File: src/rtl/sort_pkg.sv
// Types and default sizes shared by the sort scheduler and the sort engine it drives.
package sort_pkg;

    localparam int SORT_N     = 6;
    localparam int SORT_WIDTH = 8;

    typedef enum logic [1:0] {
        IDLE  = 2'd0,
        ISSUE = 2'd1,
        WAIT  = 2'd2,
        RESP  = 2'd3
    } sched_state_t;

endpackage

File: src/rtl/rr_arbiter.sv
// Round-robin arbiter: one-hot grant to the first active request at or above ptr, wrapping at NREQ.
module rr_arbiter #(
    parameter int NREQ = 4,
    parameter int IDW  = $clog2(NREQ)
) (
    input  logic [NREQ-1:0] req,
    input  logic [IDW-1:0]  ptr,
    output logic [NREQ-1:0] gnt
);

    logic        found;
    int unsigned idx;

    always_comb begin
        gnt   = '0;
        found = 1'b0;
        idx   = 0;
        for (int unsigned i = 0; i < NREQ; i++) begin
            idx = (i + 32'(ptr)) % 32'(NREQ);
            for (int unsigned j = 0; j < NREQ; j++) begin
                if (!found && (j == idx) && req[j]) begin
                    gnt[j] = 1'b1;
                    found  = 1'b1;
                end
            end
        end
    end

endmodule

File: src/rtl/sort_scheduler.sv
// Shares one sort engine between NREQ requesters: grant, issue, wait (with timeout), respond.
module sort_scheduler
    import sort_pkg::*;
#(
    parameter int N       = SORT_N,
    parameter int WIDTH   = SORT_WIDTH,
    parameter int NREQ    = 4,
    parameter int TIMEOUT = 64
) (
    input  logic                      clk,
    input  logic                      rst,
    input  logic [NREQ-1:0]           req_valid,
    input  logic [NREQ*N*WIDTH-1:0]   req_data,
    output logic [NREQ-1:0]           req_ready,
    output logic                      rsp_valid,
    input  logic                      rsp_ready,
    output logic [$clog2(NREQ)-1:0]   rsp_id,
    output logic [N*WIDTH-1:0]        rsp_data,
    output logic                      rsp_err,
    output logic                      eng_start,
    output logic [N*WIDTH-1:0]        eng_data,
    input  logic                      eng_done,
    input  logic [N*WIDTH-1:0]        eng_sorted,
    output logic                      busy,
    output logic [15:0]               jobs_done
);

    localparam int IDW = $clog2(NREQ);
    localparam int DW  = N * WIDTH;
    localparam int CW  = $clog2(TIMEOUT + 1);

    sched_state_t   state_q, state_d;
    logic [NREQ-1:0] gnt;
    logic [IDW-1:0]  gnt_idx;
    logic [DW-1:0]   payload;
    logic [IDW-1:0]  rr_ptr_q;
    logic [IDW-1:0]  job_id_q;
    logic [DW-1:0]   eng_data_q;
    logic [DW-1:0]   rsp_data_q;
    logic            rsp_err_q;
    logic [CW-1:0]   wait_cnt_q;
    logic [15:0]     jobs_done_q;
    logic            timeout_hit;

    rr_arbiter #(
        .NREQ (NREQ),
        .IDW  (IDW)
    ) u_arb (
        .req (req_valid),
        .ptr (rr_ptr_q),
        .gnt (gnt)
    );

    always_comb begin
        payload = '0;
        gnt_idx = '0;
        for (int unsigned j = 0; j < NREQ; j++) begin
            if (gnt[j]) begin
                payload = req_data[j*DW +: DW];
                gnt_idx = IDW'(j);
            end
        end
    end

    assign timeout_hit = (wait_cnt_q == CW'(TIMEOUT - 1));

    always_ff @(posedge clk or posedge rst) begin
        if (rst) state_q <= IDLE;
        else     state_q <= state_d;
    end

    always_comb begin
        state_d = state_q;
        case (state_q)
            IDLE:    if (|req_valid) state_d = ISSUE;
            ISSUE:   state_d = WAIT;
            WAIT:    if (eng_done || timeout_hit) state_d = RESP;
            RESP:    if (rsp_ready) state_d = IDLE;
            default: state_d = IDLE;
        endcase
    end

    always_ff @(posedge clk or posedge rst) begin
        if (rst) begin
            rr_ptr_q    <= '0;
            job_id_q    <= '0;
            eng_data_q  <= '0;
            rsp_data_q  <= '0;
            rsp_err_q   <= 1'b0;
            wait_cnt_q  <= '0;
            jobs_done_q <= '0;
        end else begin
            case (state_q)
                IDLE: begin
                    if (|req_valid) begin
                        eng_data_q <= payload;
                        job_id_q   <= gnt_idx;
                    end
                end
                ISSUE: wait_cnt_q <= '0;
                WAIT: begin
                    wait_cnt_q <= wait_cnt_q + 1'b1;
                    // a completion in the timeout cycle still counts as success
                    if (eng_done) begin
                        rsp_data_q <= eng_sorted;
                        rsp_err_q  <= 1'b0;
                    end else if (timeout_hit) begin
                        rsp_data_q <= '0;
                        rsp_err_q  <= 1'b1;
                    end
                end
                RESP: begin
                    if (rsp_ready) begin
                        rr_ptr_q    <= (job_id_q == IDW'(NREQ - 1)) ? '0 : job_id_q + 1'b1;
                        jobs_done_q <= jobs_done_q + 16'd1;
                    end
                end
                default: ;
            endcase
        end
    end

    // grant is combinational, so hold it off while reset is asserted
    assign req_ready = (state_q == IDLE && !rst) ? gnt : '0;
    assign eng_start = (state_q == ISSUE);
    assign rsp_valid = (state_q == RESP);
    assign busy      = (state_q != IDLE);
    assign eng_data  = eng_data_q;
    assign rsp_id    = job_id_q;
    assign rsp_data  = rsp_data_q;
    assign rsp_err   = rsp_err_q;
    assign jobs_done = jobs_done_q;

endmodule

File: config.mk
export PLATFORM = sky130hd
export DESIGN_NAME = sort_scheduler
export DESIGN_NICKNAME = d
export VERILOG_FILES = /design/src/rtl/sort_pkg.sv /design/src/rtl/rr_arbiter.sv /design/src/rtl/sort_scheduler.sv
export SDC_FILE = /design/constraint.sdc
export NUM_CORES = 1
export LEC_CHECK = 0
export CAP_MARGIN = 40
export CORE_MARGIN = 1
export CORE_UTILIZATION = 30
export DETAILED_ROUTE_END_ITERATION = 8
export MAX_ROUTING_LAYER = met4
export PLACE_DENSITY_LB_ADDON = 0.2
export SETUP_SLACK_MARGIN = 0.5
export SYNTH_ARGS = -nofsm -noshare
export SYNTH_HDL_FRONTEND = slang
export SYNTH_HIERARCHICAL = 1
export SYNTH_SLANG_ARGS = --single-unit
export TNS_END_PERCENT = 50
File: constraint.sdc
create_clock -name clk -period 3.9 [get_ports clk]
set_input_delay 0.39 -clock clk [delete_from_list [all_inputs] [get_ports clk]]
set_output_delay 0.39 -clock clk [all_outputs]
set_load 0.05 [all_outputs]
After elaboration in Yosys (flattened, before gate mapping)
Index checks and enable logic that the tools add are counted.

Bits in registers: 126. Latch bits: 0. RAM bits: 0. Bits in read-only memories: 0. Input port bits: 248. Output and inout port bits: 122. Logic and storage cells: 144. Memories kept: 0.

Add/sub/neg operators: 6. Multipliers: 0. Divide/modulo/power cells: 0. Order comparisons: 0. Eq/ne operators: 20. Shift-type cells: 0. Mux-type cells: 48. Bitwise logic cells: 0. Reduce and logical (&&, ||, !) cells: 62.

Operators with widths (number): $mux 48 (6); $logic_not 32->1 (4); $mux 1 (33); $logic_and 1x1->1 (32); $add 16x1->16 const B (1); $eq 2x2->1 const A (8); $logic_not 1->1 (16); $pmux 7 s2 (1); $mux 2 (6); $eq 1x2->1 const A (4); $pmux 2 s4 (1); $add 7x1->7 const B (1); $eq 7x6->1 const B (1); $eq 2x2->1 const B (3); $reduce_and 2->1 (3); $reduce_bool 2->1 (3); $add 2x2->2 const A (2); $mux 4 (1); $ne 2x2->1 const B (2); $reduce_or 4->1 (1); $reduce_and 3->1 (1); $add 1x2->2 const A (1); $add 2x1->2 const B (1); $eq 2x1->1 const B (1); 3 further kinds (3).

Longest topological paths before layout
Gate-level depths: netlist of the first run.

Depth after elaboration: 64. Depth in mapped cells: 10.

Hierarchy
The synthesis of the first run kept the hierarchy.

By module, submodules not included: sort_scheduler (instances 1, cells an instance 536, area each 6308.6 um2, seq. area each 3153.0 um2); rr_arbiter (instances 1, cells an instance 16, area each 97.6 um2, seq. area each 0.0 um2).

Least setup slack after synthesis of the first run
OpenSTA, ideal clock, no wires.

Path kind: input -> output. Start: input rst. End: output req_ready[0]. Arrival time: 3.770 ns. Required time: 3.510 ns. Slack: -0.260 ns. Stages: 2. Path buffers: 0. Cells stage by stage: inv_1 > and3_1.

Word-level cells in the longest chain between the ends: 3.

RTL lines: from (decl) (line sort_scheduler.sv:11) `input logic rst,`; $logic_not 1->1 (line sort_scheduler.sv:124) `assign req_ready = (state_q == IDLE && !rst) ? gnt : '0;`; $logic_and 1x1->1 (line sort_scheduler.sv:124); $mux 4 (line sort_scheduler.sv:124); to (decl) (line sort_scheduler.sv:14) `output logic [NREQ-1:0] req_ready,`.

No other way between the ends.

Worst setup path in the final report of the first run
Start: register rr_ptr_q[1]. End: output req_ready[3].

Word-level cells in the longest chain between the ends: 64. Elaborated cells on any way between the ends: 85. Those cells by class: add/sub (3); eq/ne (12); mux (20); reduce/logical (50).

RTL lines: from (decl) (line sort_scheduler.sv:36) `logic [IDW-1:0] rr_ptr_q;`; from (signal assigned) (line sort_scheduler.sv:114) `rr_ptr_q <= (job_id_q == IDW'(NREQ - 1)) ? '0 : job_id_q + 1'b1;`; $logic_not 32->1 (line rr_arbiter.sv:21) `if (!found && (j == idx) && req[j]) begin`; $logic_and 1x1->1 (line rr_arbiter.sv:21); $mux 1 (line rr_arbiter.sv:21); $logic_not 1->1 (line rr_arbiter.sv:21); $logic_and 1x1->1 (2 in series) (line rr_arbiter.sv:21); $mux 1 (line rr_arbiter.sv:21); $logic_not 1->1 (line rr_arbiter.sv:21); $logic_and 1x1->1 (2 in series) (line rr_arbiter.sv:21); [... 45 more ...]; $logic_not 1->1 (line rr_arbiter.sv:21); $logic_and 1x1->1 (2 in series) (line rr_arbiter.sv:21); $mux 1 (line rr_arbiter.sv:21); $logic_not 1->1 (line rr_arbiter.sv:21); $logic_and 1x1->1 (2 in series) (line rr_arbiter.sv:21); $mux 1 * (line rr_arbiter.sv:21); net gnt[3] (line sort_scheduler.sv:33) `logic [NREQ-1:0] gnt;`; $mux 4 * (line sort_scheduler.sv:124).

Mark *: on every way through the listed nets, which the timed path passes. The rest lies on a longest branch.

==> flow_metrics.env, run 1 <==
export IMPL_grt_total_usage_pct=21.3
export IMPL_synth_nets=808
export IMPL_place_port_buffers=369
export IMPL_drt_iter0_markers=259
export IMPL_routedWlPerCell_um=19.1
export IMPL_die_y_um=148
export IMPL_root_buffer="clkbuf_16"
export IMPL_synth_cell_types=47
export IMPL_ys_ff_latch=126
export IMPL_place_hpwl_mm=16.7
export IMPL_start_util_pct=30.6
export IMPL_ys_flop_type="dfrtp_1"
export IMPL_num_nets_final=1159
export IMPL_finalCriticalPeriod_ns=2.82
export IMPL_max_freq_mhz=354
export IMPL_cts_resized_gates=0
export IMPL_finClkSkew_ns=0.00835
export IMPL_hp_class="in -> async"
export IMPL_cap_viol_max_count=0
export IMPL_drv_slew=0
export IMPL_outcome="finished clean"
export IMPL_htreeDepth=4
export IMPL_async_flop_share_pct=100
export IMPL_postSynthCellCount=552
export IMPL_clock_path_buffers=2
export IMPL_pwr_share_seq_pct=23.9
export IMPL_ys_warn_count=6
export IMPL_crit_fanout=8
export IMPL_ant_nets=0
export IMPL_rsz0062_at_grt="no"
export IMPL_switchingPower_uw=4320
export IMPL_crit_buf_inv=2
export IMPL_viasPerCell=5.03
export IMPL_postCtsHoldBufs=0
export IMPL_drive_above_1_share_pct=11.9
export IMPL_netlist_top_cells_count="dfrtp_1 (126), a22oi_1 (96), o21a_1 (49), a22o_1 (48), o211ai_2 (48)"
export IMPL_remaining_drc_errors=0
export IMPL_cp_arrival_ns=2.43
export IMPL_yosys_area_top_type_share_pct=49.2
export IMPL_postCtsSetupRepairBufs=0
export IMPL_rows=53
export IMPL_area_growth_pct=71.6
export IMPL_startpoint_type="flop"
export IMPL_path_cells="inv_1 > a21oi_1 > o221a_4 > and3_2 > clkdlybuf4s50_1"
export IMPL_comb_power_share_pct=57.3
export IMPL_slew_headroom_pct=36.5
export IMPL_p_total_uw=9340
export IMPL_hold_viol_final=0
export IMPL_drt_wl_total_mm=22.8
export IMPL_worstSetupPathType="reg -> out"
export IMPL_yosysMostFrequentCell="dfrtp_1"
export IMPL_cts_made_buffers=17
export IMPL_die_w_um=148
export IMPL_synth_area_leaders="dfrtp_1 (49%), a22oi_1 (11%), o211ai_2 (9.4%)"
export IMPL_setup_viol=0
export IMPL_grt_pass1_wl_mm=34.9
export IMPL_critPathCaptureType="output pin"
export IMPL_syn_area_per_cell_um2=11.6
export IMPL_tns_ns=0
export IMPL_cts_tree="done"
export IMPL_crit_family="buffers and inverters"
export IMPL_vdd_drop_max_uv=479
export IMPL_grt_max_degree=71
export IMPL_path_clk_slew_ns=0.06
export IMPL_required_ns=3.51
export IMPL_grt_pass1_vias=6302
export IMPL_gp_congestion=0.828
export IMPL_synth_area_leader_cell="dfrtp_1"
export IMPL_cpPeakStageDelay_ns=0.80
export IMPL_overflow=0
export IMPL_synth_edf_count=0
export IMPL_power_density_nw_per_um2=850
export IMPL_ios=370
export IMPL_leakage_uw=0.00433
export IMPL_clk_latency_ns=0.41
export IMPL_routed_via_count=5986
export IMPL_path_depth=5
export IMPL_netlist_area_um2=6410
export IMPL_worst_r2r_path_depth=8
export IMPL_design_die_area_um2=21900
export IMPL_core_um2=21000
export IMPL_p_sw_share_pct=46.2
export IMPL_fin_crit_sh_pct=72.4
export IMPL_antenna_found_initial=1
export IMPL_timing_worst_slew_pin_value_ns=0.953
export IMPL_cts_sinks=126
export IMPL_ys_seq_area_share_pct=49.2
export IMPL_p_int_uw=5020
export IMPL_first_pass_iters=4
export IMPL_critPathSlowestCell="clkdlybuf4s50_1"
export IMPL_p_clk_share_pct=18.8
## cell type report
cell class | instances | area [um^2]
Fill cell | 1925 | 9960
Timing Repair Buffer | 384 | 3860
Sequential cell | 126 | 3150
Multi-Input combinational cell | 362 | 2950
Clock buffer | 18 | 429
Tap cell | 275 | 344
Clock inverter | 13 | 213
Inverter | 12 | 48.8
Antenna cell | 1 | 2.50
## registers in the layout, indices dropped and copies added (netlist names)
register / cells
wait_cnt_q: 7
rsp_data: 48
state_q: 2
rsp_err: 1
rsp_id: 2
rr_ptr_q: 2
jobs_done: 16
eng_data: 48
## power groups by stage
stage	clock, uW	combinational (uW)	sequential [uW]
2_1_floorplan	0	1840	4020
3_3_place_gp	0	5340	2240
3_5_place_dp	0	5400	2230
4_1_cts	1790	5400	2240
5_1_grt	1840	5630	2310
6_report	1760	5350	2230
## routing by layer
layer,global-route usage [%],up-vias,routed length (um)
met4,6.55,0,467
met3,5.06,30,1420
met5,-,-,0
met1,25.3,2880,9500
met2,35.6,234,11400
li1,-,2842,-
## cell usage in the layout, fill, tap and decap left out, types with 5 or more instances in the layout
cell type / count
clkdlybuf4s50_1: 368
dfrtp_1: 126
a22oi_1: 96
o21a_1: 49
a22o_1: 48
o211ai_2: 48
nand2_1: 18
clkbuf_16: 17
nor2_1: 14
buf_4: 12
inv_1: 11
xor2_1: 9
nand3_1: 8
o21ai_0: 8
a21oi_1: 8
ha_1: 8
xnor2_1: 7
bufinv_16: 5
## cell families (layout without fill, tap and decap cells)
| group | after synthesis | count (layout) | synth area share [%] |
|---|---|---|---|
| AOI/OAI and AO/OA | 268 | 268 | 35.6 |
| xor gates and xnor gates | 16 | 16 | 2.19 |
| adders and majority gates | 8 | 8 | 1.56 |
| buffers and inverters | 64 | 427 | 5.43 |
| DFF | 126 | 126 | 49.2 |
| muxes | 2 | 2 | 0.391 |
| other | 0 | 1 | 0 |
| and+or+nand+nor | 68 | 68 | 5.57 |
## per-stage QoR
step                setup WS, ns  cell area (um^2)  hold WS [ns]  utilization [%]  instances
global route               0.983             11000         0.330             52.5       1191
detailed placement         0.936             10300         0.461             49.4       1159
CTS                         1.08             11000         0.303             52.4       1190
finish                      1.08             11000         0.311             52.5       1191
global placement            1.02             10300         0.459             49.2       1157
floorplan                  0.508              6410         0.477                -        552
## worst paths after layout
check / startpoint / endpoint / slack [ns]
max: rr_ptr_q[1] / req_ready[3] / 1.08
min: rst / jobs_done[14] / 0.31
max reg2reg: rr_ptr_q[1] / eng_data[28] / 1.38
min reg2reg: jobs_done[15] / jobs_done[15] / 0.46
max in group asynchronous: rst / eng_data[35] / 2.76
min in group clk: jobs_done[15] / jobs_done[15] / 0.46
(Power assumes the default switching activity.)
==> run 2: changes to the inputs <==
clock period = 2.3 ns   (was 3.9 ns; I/O delays follow)
==> run 2 against run 1 <==
Die area unchanged; first-iteration DRC count up 19%; clock skew down 0.0026 ns; sequential cell count unchanged; cell count up 2.4%; largest power group unchanged.
==> flow_metrics.env, run 2 (synthesized netlist as in run 1, its figures left out) <==
export IMPL_outcome="finished clean"
export IMPL_root_buffer="clkbuf_16"
export IMPL_htreeDepth=4
export IMPL_grt_pass1_wl_mm=36.1
export IMPL_cts_made_buffers=17
export IMPL_r2r_slack_ns=0.25
export IMPL_timing_worst_slew_pin_value_ns=0.701
export IMPL_setup_viol=0
export IMPL_drt_wl_total_mm=23.8
export IMPL_drive_above_1_share_pct=17.9
export IMPL_place_hpwl_mm=16.4
export IMPL_cts_tree="done"
export IMPL_die_y_um=148
export IMPL_path_cells="clkdlybuf4s50_1 > nor2_1 > o221a_4 > buf_4 > nor4b_4 > buf_4 > buf_12 > a22oi_1 > o211ai_2 > o21a_1"
export IMPL_crit_family="buffers and inverters"
export IMPL_cap_viol_max_count=0
export IMPL_drt_iter0_markers=307
export IMPL_num_nets_final=1186
export IMPL_hp_class="in -> reg"
export IMPL_antenna_found_initial=1
export IMPL_utilization_pct=54.8
export IMPL_grt_max_degree=127
export IMPL_die_w_um=148
export IMPL_final_common_cell="clkdlybuf4s50_1"
export IMPL_clk_latency_ns=0.41
export IMPL_rsz0062_at_grt="yes"
export IMPL_tns_ns=0
export IMPL_nFillCells=1842
export IMPL_critPathCaptureType="flop"
export IMPL_path_depth=10
export IMPL_area_growth_pct=79.1
export IMPL_r2r_start="rr_ptr_q[1]"
export IMPL_finClkSkew_ns=0.00574
export IMPL_leakage_uw=0.00464
export IMPL_crit_buf_inv=4
export IMPL_hold_ws_ns=0.415
export IMPL_gp_congestion=0.783
export IMPL_grt_total_usage_pct=22.4
export IMPL_cp_arrival_ns=2.43
export IMPL_worst_r2r_path_depth=11
export IMPL_start_util_pct=30.6
export IMPL_routed_via_count=6219
export IMPL_crit_top_cell="buf_4"
export IMPL_grt_busiest_layer="met2"
export IMPL_rows=53
export IMPL_viasPerCell=5.10
export IMPL_overflow=0
export IMPL_grt_pass1_vias=6283
export IMPL_critPathSlowestCell="clkdlybuf4s50_1"
export IMPL_place_port_buffers=369
export IMPL_first_pass_iters=5
export IMPL_remaining_drc_errors=0
export IMPL_hold_viol_final=0
export IMPL_worstSetupPathType="in -> reg"
export IMPL_startpoint="req_valid[2]"
export IMPL_cpPeakStageDelay_ns=0.65
export IMPL_grtUsageMet3_pct=5.64
export IMPL_vdd_drop_max_uv=914
export IMPL_slew_headroom_pct=53.3
export IMPL_path_clk_slew_ns=0.07
export IMPL_reg2reg_to="eng_data[25]"
export IMPL_grt_use_met2_pct=36.8
export IMPL_required_ns=2.65
export IMPL_ios=370
export IMPL_postCtsHoldBufs=0
export IMPL_met1_usage_pct=26.7
export IMPL_finalCriticalPeriod_ns=2.08
export IMPL_cts_sinks=126
export IMPL_cp_endpoint="eng_data[19]"
export IMPL_layout_common_cells="clkdlybuf4s50_1 (330), dfrtp_1 (125), a22oi_1 (83), o21a_1 (49)"
export IMPL_max_freq_mhz=481
export IMPL_routedWlPerCell_um=19.5
export IMPL_fin_crit_sh_pct=90.4
export IMPL_startpoint_type="input port"
export IMPL_crit_fanout=24
export IMPL_post_place_ws_ns=-0.107
export IMPL_core_um2=21000
export IMPL_fin_ws_ns=0.221
export IMPL_design_die_area_um2=21900
export IMPL_drv_slew=0
export IMPL_ant_nets=0
export IMPL_clock_path_buffers=2
export IMPL_power_density_nw_per_um2=1400
run 2: changes by cell type in the layout (fill, tap and decap cells not counted), sizes merged, moves of 3 or more:
| cell | before | now |
|---|---|---|
| clkdlybuf4s50 | 368 | 330 |
| dlygate4sd2 | 0 | 30 |
| buf | 16 | 43 |
| inv | 13 | 18 |
| bufinv | 5 | 2 |
| bufbuf | 0 | 3 |
run 2: final cells by class:
cell class                 instances  area, um^2  area share (%)
timing repair buffer             411        4260            37.1
clock inverter                    15         174            1.52
tap                              275         344            3.00
inverter                          12        48.8           0.425
sequential                       126        3150            27.5
antenna                            1        2.50          0.0218
clock buffer                      17         425            3.71
multi-input combinational        362        3070            26.8
run 2: timing repair:
| item | in CTS | in global routing |
|---|---|---|
| cloned | 3 | 1 |
| pin swaps | 4 | 11 |
| resized for setup | 56 | 34 |
| setup endpoints to repair | 170 | 194 |
| buffers inserted | 9 | 8 |
run 2: metrics by stage:
stage	cell area, um^2	instances	total power (uW)
floorplan	6410	552	9930
global placement	10400	1165	13000
detailed placement	10400	1165	13100
CTS	11200	1209	16100
global route	11500	1219	16900
finish	11500	1219	16100
run 2: worst min path at each step:
stage | to | cells past startpoint | startpoint | slack (ns)
floorplan | rsp_data[0] | 1 | eng_sorted[0] | 0.37
global placement | jobs_done[15] | 1 | jobs_done[15] | 0.47
detailed placement | jobs_done[15] | 1 | jobs_done[15] | 0.47
CTS | rsp_data[17] | 2 | eng_sorted[17] | 0.39
global route | rsp_data[36] | 2 | eng_sorted[36] | 0.40
finish | rsp_data[46] | 2 | eng_sorted[46] | 0.41
run 2: where the power goes:
part	total (uW)	switching, uW	leakage [uW]	internal [uW]
logic	9590	5870	0.00280	3720
clock network	2760	1130	0.000293	1630
registers	3760	583	0.00155	3180
run 2: metal layers:
metal | routed length (um) | vias to the layer above
met1 | 9830 | 3029
met2 | 11800 | 245
met5 | 0 | -
met3 | 1580 | 36
li1 | - | 2909
met4 | 514 | 0
==> run 3: changes to the inputs <==
clock period = 2.6 ns   (was 2.3 ns; I/O delays follow)
==> run 3 against run 2 <==
First-iteration DRC count fell by 18%; sequential share of layout area rose by 0.59 points; largest power group unchanged; wire length barely moved; critical endpoint is now req_ready[2].
==> flow_metrics.env, run 3 (synthesized netlist as in run 1, its figures left out) <==
export IMPL_ios=370
export IMPL_p_sw_share_pct=47.1
export IMPL_worstSetupPathType="reg -> out"
export IMPL_switchingPower_uw=6620
export IMPL_critPathCaptureType="output pin"
export IMPL_first_pass_iters=4
export IMPL_p_clk_share_pct=16.2
export IMPL_timing_worst_slew_pin_value_ns=0.696
export IMPL_utilization_pct=53.6
export IMPL_viasPerCell=5.07
export IMPL_crit_fanout=4
export IMPL_die_w_um=148
export IMPL_comb_power_share_pct=60.1
export IMPL_gp_congestion=0.785
export IMPL_drive_above_1_share_pct=14.5
export IMPL_met1_usage_pct=25.4
export IMPL_critPathSlowestCell="dfrtp_2"
export IMPL_finalCriticalPeriod_ns=2.09
export IMPL_pwr_share_seq_pct=23.7
export IMPL_crit_top_cell="buf_12"
export IMPL_grt_max_degree=127
export IMPL_drv_slew=0
export IMPL_htreeDepth=4
export IMPL_cts_tree="done"
export IMPL_required_ns=2.34
export IMPL_clk_latency_ns=0.42
export IMPL_rows=53
export IMPL_path_cells="inv_2 > nor2_1 > o31a_2 > buf_12 > and3_4 > buf_12"
export IMPL_grt_busiest_layer="met2"
export IMPL_hp_class="in -> reg"
export IMPL_remaining_drc_errors=0
export IMPL_finalNonFillerCells=1206
export IMPL_cap_viol_max_count=0
export IMPL_finClkSkew_ns=0.0123
export IMPL_clock_path_buffers=2
export IMPL_place_hpwl_mm=16.1
export IMPL_vdd_drop_max_uv=668
export IMPL_core_um2=21000
export IMPL_design_die_area_um2=21900
export IMPL_place_port_buffers=369
export IMPL_drt_wl_total_mm=23.8
export IMPL_area_growth_pct=75.4
export IMPL_layout_common_cells="clkdlybuf4s50_1 (361), dfrtp_1 (124), a22oi_1 (95), o21a_1 (49)"
export IMPL_n_antenna_cell=0
export IMPL_hold_viol_final=0
export IMPL_fin_crit_sh_pct=80.3
export IMPL_num_nets_final=1175
export IMPL_drt_iter0_markers=252
export IMPL_root_buffer="clkbuf_16"
export IMPL_cpPeakStageDelay_ns=0.44
export IMPL_dp_cells=1160
export IMPL_postCtsHoldBufs=0
export IMPL_power_density_nw_per_um2=1250
export IMPL_setup_viol=0
export IMPL_leakage_uw=0.00446
export IMPL_grt_total_usage_pct=21.5
export IMPL_die_y_um=148
export IMPL_startpoint_type="flop"
export IMPL_grt_pass1_vias=6203
export IMPL_start_util_pct=30.6
export IMPL_antenna_found_initial=0
export IMPL_max_freq_mhz=479
export IMPL_grtUsageMet3_pct=5.28
export IMPL_grt_pass1_wl_mm=34.7
export IMPL_p_total_uw=14100
export IMPL_path_clk_slew_ns=0.06
export IMPL_p_int_uw=7440
export IMPL_grt_use_met2_pct=35.3
export IMPL_cp_arrival_ns=1.83
export IMPL_slew_headroom_pct=53.6
export IMPL_ant_nets=0
export IMPL_routedWlPerCell_um=19.7
export IMPL_outcome="finished clean"
export IMPL_final_common_cell="clkdlybuf4s50_1"
export IMPL_cts_sinks=126
export IMPL_cts_made_buffers=17
export IMPL_routed_via_count=6116
export IMPL_overflow=0
export IMPL_rsz0062_at_grt="yes"
run 3: repair_timing:
item / CTS / global route
pin swaps: 3 / 3
cloned: 1 / 6
setup endpoints to repair: 50 / 52
buffers inserted: 7 / 1
hold endpoints to repair: 0 / 0
gates resized for setup: 15 / 10
run 3: power groups by stage:
stage / Sequential, uW / Combinational, uW / Clock [uW]
after floorplan: 6020 / 2760 / 0
after global placement: 3350 / 8130 / 0
after detailed placement: 3340 / 8200 / 0
after CTS: 3340 / 8320 / 2330
after global routing: 3440 / 8900 / 2430
final: 3330 / 8450 / 2270
run 3: area by class of cell:
cell class / count / area (um^2)
inverters: 12 / 48.8
flip-flops and latches: 126 / 3160
repair buffers: 399 / 4170
well taps: 275 / 344
clock inverters: 12 / 113
multi-input cells: 363 / 2970
fillers: 1908 / 9720
clock buffers: 19 / 443
run 3: routing by layer:
| layer | part of all wire [%] | vias to the layer above |
|---|---|---|
| li1 | - | 2885 |
| met1 | 42 | 2967 |
| met2 | 49 | 226 |
| met3 | 5.7 | 38 |
| met4 | 2.4 | 0 |
| met5 | 0 | - |
run 3: metrics by stage:
step	TNS, ns	instance area [um^2]	hold WS (ns)	setup WS [ns]
final	0	11200	0.441	0.512
after global routing	0	11200	0.422	0.441
after CTS	0	11100	0.418	0.426
after detailed placement	0	10400	0.462	0.137
after global placement	0	10400	0.463	0.193
after floorplan	-1.95	6410	0.400	-0.532
run 3: worst paths after layout:
kind | endpoint | depth (start not counted) | slack, ns | start
max reg2reg | eng_data[41] | 10 | 0.53 | rr_ptr_q[1]
max | req_ready[2] | 6 | 0.51 | rr_ptr_q[1]
min reg2reg | jobs_done[15] | 1 | 0.46 | jobs_done[15]
max in group asynchronous | eng_data[9] | 3 | 1.60 | rst
min in group asynchronous | rsp_data[25] | 3 | 0.47 | rst
min | rsp_data[0] | 2 | 0.44 | eng_sorted[0]
run 3: critical path, delay by kind of cell, from the launching register on:
kind / cells / cell delay [ns]
buffers and inverters: 3 / 0.37
and+or+nand+nor: 2 / 0.20
AOI/OAI and AO/OA: 1 / 0.40
DFF: 1 / 0.44
==> variant 1 (flow settings as in run 1) <==
Encoding of `sched_state_t`: now one-hot (4 bits for 4 states).
--- a/src/rtl/sort_pkg.sv
+++ b/src/rtl/sort_pkg.sv
@@ -5,9 +5,9 @@
     localparam int SORT_WIDTH = 8;
 
-    typedef enum logic [1:0] {
-        IDLE  = 2'd0,
-        ISSUE = 2'd1,
-        WAIT  = 2'd2,
-        RESP  = 2'd3
+    typedef enum logic [3:0] {
+        IDLE  = 4'b0001,
+        ISSUE = 4'b0010,
+        WAIT  = 4'b0100,
+        RESP  = 4'b1000
     } sched_state_t;
 
Check against the original RTL: no difference found for any inputs over 4 cycles, from zero or initial values and one cycle with rst high; so few cycles prove little.
==> variant 1 against run 1 <==
  * Design area is 3.1% lower
  * Largest cell class unchanged
  * Sequential power up 2%
  * Total power is 2.2% lower
  * Worst setup slack worse by 0.34 ns
  * Wire length decreased by 5.0%
  * Via count grew 0.85%
  * Synthesized area is 4.4% lower
  * Sequential cell count is 2 higher
  * Clock skew is 0.0011 ns higher
==> variant 1: results (changes against run 1) <==
[sta]
layout_setup_ws_ns=0.7365  ; -0.3398 ns
fin_worst_skew_ns=0.009439  ; +0.001090 ns
worst_pin_slew_ns=0.7644  ; -0.1886 ns

[global_routing]
grtUsageMet2_pct=34.06  ; -1.5 points
grt_start_max_net_pins=57  ; -20%
use_met3_pct=7.437  ; +2.4 points
grt_use_total_pct=20.98  ; -0.30 points
grt_pass1_vias=5922  ; -6.0%
antenna_found_initial=0  ; -1
use_met1_pct=24.09  ; -1.2 points
grt_pass1_wl_um=32150  ; -7.9%

[placement]
dp_cells=1145  ; -1.2%
dp.final_hpwl_um=15540  ; -7.2%
dp_slack_ns=0.8991  ; -0.03731 ns
place_area_um2=10040  ; -3.0%
gp_congestion=0.7633  ; -7.8%

[drt]
vias_per_cell=5.129  ; +2.1%
finalWirelength_um=21640  ; -5.0%
drt_iter0_drc=261  ; +0.77%
num_vias=6037  ; +0.85%

[setup_path]
cp_data_arrival_time_ns=2.77  ; +0.34 ns
crit_end=req_ready[1]
rrSetupSlack_ns=1.38  ; about the same
crit_path_start=state_q[0]$_DFFE_PP1P_
worstReg2RegEnd=eng_data[1]$_DFFE_PP0P_
reg2regPathDepth=6  ; -2
critPathTopFamily=simple AND/OR/NAND/NOR gates
critPathMaxStageDelay_ns=0.83  ; +0.03 ns
path_max_fanout=7  ; -1

[pwr]
vdd_drop_max_mv=0.4515  ; -5.6%
p_int_mw=4.914  ; -2.1%
p_leak_nw=4.220  ; -2.6%

[cells_and_area]
drive_gt1_share_pct=6.037  ; -5.9 points
fillCellCount=1765  ; -8.3%
final_nets=1150  ; -0.78%

[yosys]
synth_area_leaders=dfrtp_1 (52%), a22oi_1 (12%), a22o_1 (7.0%), o211ai_1 (5.9%), o21a_1 (5.9%)
synth.top_cells.by_count=dfrtp_1 (127), a22oi_1 (96), a22o_1 (49)
syn-num-nets=799  ; -1.1%
synth_cells=548  ; -0.72%
yosysUniqueCellTypes=45  ; -4.3%
ys_seq_area_share_pct=52.34  ; +3.1 points

[status]
status=complete, no violations

-- variant 1: changes by cell type after synthesis, moves of 6 or more --
cell and change:
o211ai_2 -48, o211ai_1 +48, clkbuf_1 +7, inv_1 -8, o21ai_0 +6, buf_6 -6
-- variant 1: kinds of logic after synthesis --
group                      share of synthesized area (%)
AOI/OAI and AO/OA                                  33.48
xor gates and xnor gates                           2.289
adders and majority gates                         0.6132
buffers and inverters                              4.516
DFF                                                52.34
and+or+nand+nor                                    6.765
-- variant 1: worst min-delay path by stage --
stage | cells past startpoint | start | end | slack, ns
after global routing | 1 | eng_data[2]$_DFFE_PP0P_ | eng_data[2]$_DFFE_PP0P_ | 0.50
after global placement | 1 | eng_data[29]$_DFFE_PP0P_ | eng_data[29]$_DFFE_PP0P_ | 0.47
final | 2 | rst | eng_data[2]$_DFFE_PP0P_ | 0.47
after floorplan | 1 | wait_cnt_q[5]$_DFFE_PP0P_ | wait_cnt_q[5]$_DFFE_PP0P_ | 0.45
after detailed placement | 1 | eng_data[2]$_DFFE_PP0P_ | eng_data[2]$_DFFE_PP0P_ | 0.48
after CTS | 2 | rst | eng_data[2]$_DFFE_PP0P_ | 0.49
-- variant 1: power groups by stage --
stage | sequential, mW | clock (mW) | combinational, mW
floorplan | 4.09 | 0 | 1.68
global placement | 2.26 | 0 | 5.23
detailed placement | 2.28 | 0 | 5.26
CTS | 2.27 | 1.70 | 5.28
global route | 2.35 | 1.76 | 5.53
finish | 2.27 | 1.65 | 5.21
-- variant 1: final cells by class --
| cell class | instances | area (um^2) | area share (%) |
|---|---|---|---|
| Antenna cell | 1 | 2.502 | 0.02350 |
| Clock buffer | 17 | 425.4 | 3.995 |
| Clock inverter | 14 | 180.2 | 1.692 |
| Inverter | 6 | 27.53 | 0.2585 |
| Multi-Input combinational cell | 364 | 2664 | 25.01 |
| Sequential cell | 128 | 3204 | 30.09 |
| Tap cell | 265 | 331.6 | 3.114 |
| Timing Repair Buffer | 382 | 3814 | 35.81 |
-- variant 1: worst reg2reg max path: cells and delay by family, from the launching register on --
kind / cells / cell delay (ns)
buffers and inverters: 2 / 0.73
AND/OR/NAND/NOR: 2 / 0.83
AO/OA/AOI/OAI: 2 / 0.28
flip-flops: 1 / 0.58
-- variant 1: through the flow --
| stage | total power, mW | hold WS [ns] |
|---|---|---|
| final | 9.133 | 0.4731 |
| after global routing | 9.636 | 0.5048 |
| after global placement | 7.492 | 0.4721 |
| after detailed placement | 7.538 | 0.4784 |
| after CTS | 9.249 | 0.4925 |
| after floorplan | 5.768 | 0.4507 |
-- variant 1: per-layer routing --
layer	up-vias	wire length [um]
met5	-	0
met4	0	396
met3	27	1971
met2	256	10650
met1	2898	8622
li1	2856	-
==> variant 2 (settings of run 1) <==
Made on the original files. `SORT_N`: 6 -> 7.
--- a/src/rtl/sort_pkg.sv
+++ b/src/rtl/sort_pkg.sv
@@ -2,5 +2,5 @@
 package sort_pkg;
 
-    localparam int SORT_N     = 6;
+    localparam int SORT_N     = 7;
     localparam int SORT_WIDTH = 8;
 
Ports: changed (resized eng_data, eng_sorted, req_data and rsp_data); port bits go from 370 to 426. No check against the original RTL was run, so the function may have changed too.
==> variant 2 against run 1 <==
  * Total power grew 8.5%
  * Wire length grew 14%
  * Largest cell class unchanged
  * Register-to-register slack gained 0.10 ns
  * Worst setup slack lost 0.22 ns
  * Highest routed layer unchanged
  * Worst hold slack gained 0.0066 ns
  * Design area grew 8.7%
  * Sequential cell count grew 16
  * Largest power group unchanged
  * Clock skew grew 0.0040 ns
  * Synthesized area grew 7.0%
==> variant 2: results (changes against run 1) <==
[status]
status=complete, no violations

[die]
chipWidth_um=153.1  ; +3.4%

[global_routing]
grt_pass1_wl_um=39830  ; +14%
antenna_found_initial=7  ; +6
grt_pass1_vias=6984  ; +11%
grt_use_total_pct=22.66  ; +1.4 points
grt_start_max_net_pins=134  ; +89%

[pwr]
p_leak_nw=4.652  ; +7.3%
vdd_drop_max_mv=0.3518  ; -26%
switching_share_pct=47.88  ; +1.7 points
p_comb_share_pct=59.4  ; +2.1 points
clkPwrFrac_pct=15.8  ; -3.0 points

[clock_network]
clk-insertion-delay-late_ns=0.41  ; about the same
cts_root_buf=clkbuf_16

[sta]
timing.slew.headroom_pct=41.56  ; +5.1 points
fin_hold_ws_ns=0.3178  ; +0.006595 ns
fin_worst_skew_ns=0.01233  ; +0.003981 ns

[placement]
dp.final_hpwl_um=18580  ; +11%
place_area_um2=11360  ; +9.7%
port_buffers=425  ; +15%
gp_congestion=0.8376  ; +1.2%

[setup_path]
path_max_fanout=51  ; +43
r2r_start=rr_ptr_q[0]$_DFFE_PP0P_
reg2regPathDepth=7  ; -1
crit_end=req_ready[2]
worstReg2RegEnd=eng_data[0]$_DFFE_PP0P_
rrSetupSlack_ns=1.48  ; +0.10 ns
cp_data_arrival_time_ns=2.66  ; +0.23 ns

[drt]
finalWirelength_um=25960  ; +14%
drt_iter0_drc=338  ; +31%
num_vias=6833  ; +14%

[yosys]
ys_seq_area_share_pct=51.86  ; +2.6 points
syn-num-nets=907  ; +12%
synth.top_cells.by_count=dfrtp_1 (142), a22oi_1 (112), o21a_1 (57)
yosysUniqueCellTypes=42  ; -11%

[cells_and_area]
drive_gt1_share_pct=5.790  ; -6.1 points
final_nets=1303  ; +12%

-- variant 2: final cells by class --
class,instances,area [um^2]
diodes,7,17.52
multi-input cells,397,3004
fillers,1989,10140
well taps,280,350.3
inverters,13,52.55
flip-flops and latches,142,3553
clock inverters,14,148.9
clock buffers,17,425.4
repair buffers,436,4397
-- variant 2: kinds of logic (layout without fill, tap and decap cells) --
kind of cell | after synthesis | in the layout | synth area share, %
adder cells (fa/ha/maj) | 8 | 8 | 1.461
flip-flops | 142 | 142 | 51.86
buffers and inverters | 72 | 480 | 4.949
other | 0 | 7 | 0
AND/OR/NAND/NOR | 61 | 61 | 4.620
multiplexers | 5 | 5 | 0.7852
AO/OA/AOI/OAI | 308 | 308 | 34.40
XOR/XNOR | 15 | 15 | 1.917
-- variant 2: stage by stage --
step | setup WS [ns] | instances | total power [mW]
detailed placement | 0.8911 | 1268 | 8.582
global route | 0.6785 | 1306 | 10.67
CTS | 0.8618 | 1299 | 10.24
global placement | 0.9169 | 1266 | 8.500
finish | 0.8522 | 1306 | 10.13
floorplan | 0.2322 | 611 | 6.472
-- variant 2: metal layers --
metal | share of wire, % | global-route usage [%] | up-vias
met5 | 0 | - | -
met4 | 2.1 | 8.658 | 0
met3 | 8.4 | 7.854 | 30
met2 | 50 | 37.25 | 294
met1 | 40 | 25.24 | 3317
li1 | - | - | 3192
-- variant 2: worst max-delay path, stage by stage (launching register included) --
cell	delay [ns]
dfrtp_1	0.48
inv_1	0.09
a211oi_1	0.23
o31a_2	0.37
buf_4	0.55
and3_2	0.29
buf_4	0.19
